File: src/rtl/acc_write_arbiter.sv
// acc_write_arbiter: three-way round-robin arbiter for accumulator writes,
// with single-cycle grants and bounded locked bursts; all outputs registered.
module acc_write_arbiter #(
    parameter int LOCK_MAX = 4
) (
    input  logic       clk,
    input  logic       rst,
    input  logic [2:0] req,
    input  logic [2:0] lock,
    input  logic [7:0] wdata0,
    input  logic [7:0] wdata1,
    input  logic [7:0] wdata2,
    output logic [2:0] gnt,
    output logic       acc_we,
    output logic [7:0] acc_wdata,
    output logic [1:0] owner,
    output logic       busy
);
    typedef enum logic [1:0] {IDLE, GRANT, LOCKED} state_t;
    state_t     state_q, state_d;
    logic [2:0] gnt_q, gnt_d;
    logic       we_q, we_d;
    logic [7:0] wdata_q, wdata_d;
    logic [1:0] owner_q, owner_d, ptr_q, ptr_d;
    logic [3:0] cnt_q, cnt_d;
    logic [1:0] c1, c2, win;
    logic [7:0] win_data, own_data;
    function automatic logic [1:0] nxt(input logic [1:0] p);
        return p == 2'd2 ? 2'd0 : p + 2'd1;
    endfunction
    // Search order ptr+1, ptr+2, ptr; only meaningful when |req.
    assign c1       = nxt(ptr_q);
    assign c2       = nxt(c1);
    assign win      = req[c1] ? c1 : req[c2] ? c2 : ptr_q;
    assign win_data = win == 2'd0 ? wdata0 : win == 2'd1 ? wdata1 : wdata2;
    assign own_data = owner_q == 2'd0 ? wdata0 : owner_q == 2'd1 ? wdata1 : wdata2;
    always_comb begin
        state_d = state_q;
        gnt_d   = gnt_q;
        we_d    = we_q;
        wdata_d = wdata_q;
        owner_d = owner_q;
        ptr_d   = ptr_q;
        cnt_d   = cnt_q;
        case (state_q)
            IDLE: if (|req) begin
                state_d = lock[win] ? LOCKED : GRANT;
                gnt_d   = 3'b001 << win;
                we_d    = 1'b1;
                wdata_d = win_data;
                owner_d = win;
                ptr_d   = win;
                cnt_d   = lock[win] ? 4'd1 : 4'd0;
            end
            LOCKED: if (req[owner_q] && lock[owner_q] && cnt_q < 4'(LOCK_MAX)) begin
                wdata_d = own_data;
                cnt_d   = cnt_q + 4'd1;
            end else begin
                state_d = IDLE;
                gnt_d   = 3'b000;
                we_d    = 1'b0;
                owner_d = 2'd3;
                cnt_d   = 4'd0;
            end
            default: begin
                state_d = IDLE;
                gnt_d   = 3'b000;
                we_d    = 1'b0;
                owner_d = 2'd3;
            end
        endcase
    end
    always_ff @(posedge clk or negedge rst) begin
        if (!rst) begin
            state_q <= IDLE;
            gnt_q   <= 3'b000;
            we_q    <= 1'b0;
            wdata_q <= 8'h00;
            owner_q <= 2'd3;
            ptr_q   <= 2'd2;
            cnt_q   <= 4'd0;
        end else begin
            state_q <= state_d;
            gnt_q   <= gnt_d;
            we_q    <= we_d;
            wdata_q <= wdata_d;
            owner_q <= owner_d;
            ptr_q   <= ptr_d;
            cnt_q   <= cnt_d;
        end
    end
    assign gnt       = gnt_q;
    assign acc_we    = we_q;
    assign acc_wdata = wdata_q;
    assign owner     = owner_q;
    assign busy      = state_q != IDLE;
endmodule

File: config.mk
export PLATFORM = sky130hd
export DESIGN_NAME = acc_write_arbiter
export DESIGN_NICKNAME = d
export VERILOG_FILES = /design/src/rtl/acc_write_arbiter.sv
export SDC_FILE = /design/constraint.sdc
export NUM_CORES = 1
export LEC_CHECK = 0
export BUFFER_PORTS_ARGS = -buffer_cell sky130_fd_sc_hd__buf_2
export CELL_PAD_IN_SITES_DETAIL_PLACEMENT = 1
export CELL_PAD_IN_SITES_GLOBAL_PLACEMENT = 2
export CORE_ASPECT_RATIO = 0.8
export CORE_MARGIN = 4
export CORE_UTILIZATION = 29
export CTS_CLUSTER_SIZE = 40
export DETAILED_ROUTE_END_ITERATION = 6
export PLACE_DENSITY_LB_ADDON = 0.1
export SYNTH_ARGS = -nofsm -noshare
export SYNTH_HDL_FRONTEND = slang
export SYNTH_SLANG_ARGS = --single-unit
File: constraint.sdc
create_clock -name clk -period 2 [get_ports clk]
set_clock_uncertainty 0.05 [all_clocks]
set_input_delay 0.4 -clock clk [delete_from_list [all_inputs] [get_ports clk]]
set_output_delay 0.4 -clock clk [all_outputs]
set_load 0.02 [all_outputs]
==> results.md <==
- Run status: finished, final reports clean
- Final WS setup: 0.2481 ns
- Crit path max fanout: 13
- CP endpoint kind: output port
- Critical setup path kind: flop to output port
- CP max stage cell: dfstp_2
- R2R cell count: 5
- Drt pass-1 iters: 4
- Die height: 71.09 um
- Starting density of the core: 30.65%
- Clock insertion delay at the later pin of the skew report: 0.27 ns
- Switching power: 1.316 mW
- R2r setup slk: 0.26 ns
- Syn avg cell area: 8.905 um^2
- Max Freq: 0.5708 GHz
- TritonCTS buffer count: 3
- Switching Fraction: 44.64%
- I/O pins: 47
- IO Port Bufs: 46
- Comb power frac: 58.7%
- Fin nets: 248
- Final Instance Area: 1859 um^2
- Worst path cell trace: buf_4, buf_2
- Pwr Density: 1586 nW/um^2
- Largest net degree at the start of global routing: 23
- # diodes: 0
- Critical Path Source Type: flop
- Gpl congestion: 0.7761
- FF+latch count, synth: 22
- Post-Synthesis Cells: 162
- Clock share of power: 14.5%
- H-tree Lvls: 1
- Max rail drop VDD: 642.0 uV
- Flop pwr share: 26.8%
- Critical Path RT: 1.55 ns
- Total congestion overflow: 0
- Commonest non-fill, non-tap cells in the layout: 46 x buf_2, 19 x nand2_1, 19 x dfrtp_1
- Slew margin rel.: 64.02%
- Yosys warning total: 0
- RR Endpoint: gnt[2]$_DFFE_PN0P_
- Cell Rows: 22
- Die Area: 6174 um^2
- Clock-pin slew on the worst setup and hold paths: 0.09 ns
- Setup Fix Bufs, Post-CTS: 0
- Drt wl/cell: 17.11 um
- Pleak: 0.9075 nW
- Hpwl dp: 3.625 mm
- DR vias: 1,409
- R2r startpoint: state_q[0]$_DFFE_PN0P_
- Total track usage: 16.13%
- Max Cap Viol: 0
- Area grow syn2layout: 28.88%
- Unrepaired setup endpoints after global routing: no
- Die width: 86.86 um
- Yosys top cell area share: 32.96%
- Crit-path max cell delay: 0.57 ns
- Min Tclk post-route: 1.752 ns
- Post-Syn Area: 1443 um^2
- Post-route setup TNS: 0 ns
- First-pass GRT wire length: 7.859 mm
- TritonCTS clock tree: done
- Final setup vio count: 0
- Hold-fix buffers, CTS: 0
- Worst slew pin tran: 0.5396 ns
- Seq/Total Area, Yosys: 38.42%
- Internal: 1.633 mW
- Initial antenna violation count: 0
- Core ar.: 4707 um^2
- Final period util: 87.59%
- ANT nets after route: 0
- Synth area leaders: dfrtp_1 33%, o211ai_1 7.8%, dfstp_2 5.5%
- Crit path DAT: 1.30 ns
- Total wire length after detailed routing: 4.687 mm
- Drc violations: 0
- Initial DRC count: 63
- Vias in the first global route: 1,615
- Final Max Tran Viols: 0
- Clock root buffer: clkbuf_8
- Post-CTS sizing: 0
- Area after DPL: 1788 um^2
- Max Buffers Root-to-Sink: 2
- Clk sinks: 22
- HP Class: input pin to asynchronous set/reset pin
- Place WS: 0.1788 ns
- Share of cells above drive strength 1: 33.18%
- Syn nets: 195
- Final Non-Filler Cells: 274
- Final hold violation count: 0
- Dpl cells: 270
- Most common cell after layout, fill and taps aside: buf_2
- Cell variety after synth: 36
- Vias per cell: 5.142
- Cell taking the most area after synthesis: dfrtp_1
## flip-flops by register name, indices dropped and copies added, names as in the netlist
name	count
ptr_q	2
owner	2
state_q	2
cnt_q	4
gnt	3
acc_we	1
acc_wdata	8
## layout make-up
| class | instances | area (um^2) |
|---|---|---|
| clock buffers | 3 | 41.29 |
| clock inverters | 1 | 30.03 |
| fillers | 577 | 2848 |
| inverters | 14 | 52.55 |
| multi-input cells | 116 | 773.2 |
| flip-flops and latches | 22 | 554.3 |
| well taps | 60 | 75.07 |
| repair buffers | 58 | 332.8 |
## worst max-delay path, delay by kind of cell (launching register included)
kind | cells | cell delay, ns
buf+inv | 2 | 0.46
flops | 1 | 0.57
## Yosys cell counts
| cell | instances |
|---|---|
| dfrtp_1 | 19 |
| and2_0 | 1 |
| nor2_1 | 14 |
| buf_6 | 3 |
| o211a_1 | 1 |
| o21ai_4 | 1 |
| a21o_1 | 2 |
| nand3b_1 | 1 |
| a21oi_1 | 1 |
| or2_1 | 1 |
| o221ai_1 | 9 |
| o21ai_2 | 1 |
| a31oi_2 | 2 |
| nand3b_4 | 1 |
| nand3_1 | 1 |
| a2111o_1 | 1 |
| ha_1 | 1 |
| a21boi_0 | 2 |
| dfstp_2 | 3 |
| o21a_1 | 2 |
| inv_1 | 14 |
| clkbuf_1 | 5 |
| buf_2 | 2 |
| and3_1 | 1 |
| o2bb2ai_1 | 3 |
| a22o_1 | 2 |
| nand2b_1 | 3 |
| o211ai_1 | 15 |
| and2_1 | 7 |
| nand2_1 | 19 |
| or3_1 | 1 |
| mux2_2 | 1 |
| mux2i_1 | 6 |
| nor2b_1 | 1 |
| a31oi_1 | 6 |
| o21ai_0 | 9 |
## how the worst max path moves through the flow
stage / startpoint / to / depth (start not counted)
after global placement: req[0] / acc_wdata[5]$_DFFE_PN0P_ / 7
after global routing: ptr_q[0]$_DFFE_PN0P_ / acc_wdata[5]$_DFFE_PN0P_ / 6
final: owner[0]$_DFFE_PN1P_ / owner[0] / 2
after detailed placement: req[0] / acc_wdata[6]$_DFFE_PN0P_ / 7
after floorplan: owner[0]$_DFFE_PN1P_ / acc_wdata[5]$_DFFE_PN0P_ / 7
after CTS: owner[0]$_DFFE_PN1P_ / owner[0] / 2
## power by group through the flow
stage	sequential, mW	combinational (mW)	clock (mW)
2_1_floorplan	0.943	1.00	0
3_3_place_gp	0.783	1.74	0
3_5_place_dp	0.798	1.76	0
4_1_cts	0.791	1.76	0.446
5_1_grt	0.818	1.94	0.455
6_report	0.790	1.73	0.429
## routing by layer
| metal | track usage, % | routed length [um] | up-vias |
|---|---|---|---|
| li1 | - | - | 687 |
| met1 | 21.35 | 2183 | 686 |
| met2 | 26.96 | 2225 | 32 |
| met3 | 3.958 | 254 | 4 |
| met4 | 2.595 | 25 | 0 |
| met5 | 0 | 0 | - |
## per-stage QoR
| stage | hold WS [ns] | total power, mW | util [%] |
|---|---|---|---|
| floorplan | 0.05441 | 1.947 | - |
| global placement | 0.3646 | 2.521 | 37.99 |
| detailed placement | 0.3734 | 2.556 | 37.99 |
| CTS | 0.06926 | 3.000 | 39.50 |
| global route | 0.09273 | 3.216 | 39.50 |
| finish | 0.05260 | 2.949 | 39.50 |
## cell families (layout without fill, tap and decap cells)
group                    count (synthesis)  in the layout  synth area share (%)
multiplexers                             7              7                 4.944
buffers and inverters                   24             76                 7.979
AND/OR/NAND/NOR                         51             51                 17.35
adder cells (fa/ha/maj)                  1              1                0.8672
flip-flops                              22             22                 38.42
AO/OA/AOI/OAI                           57             57                 30.44
(Power assumes the default switching activity.)
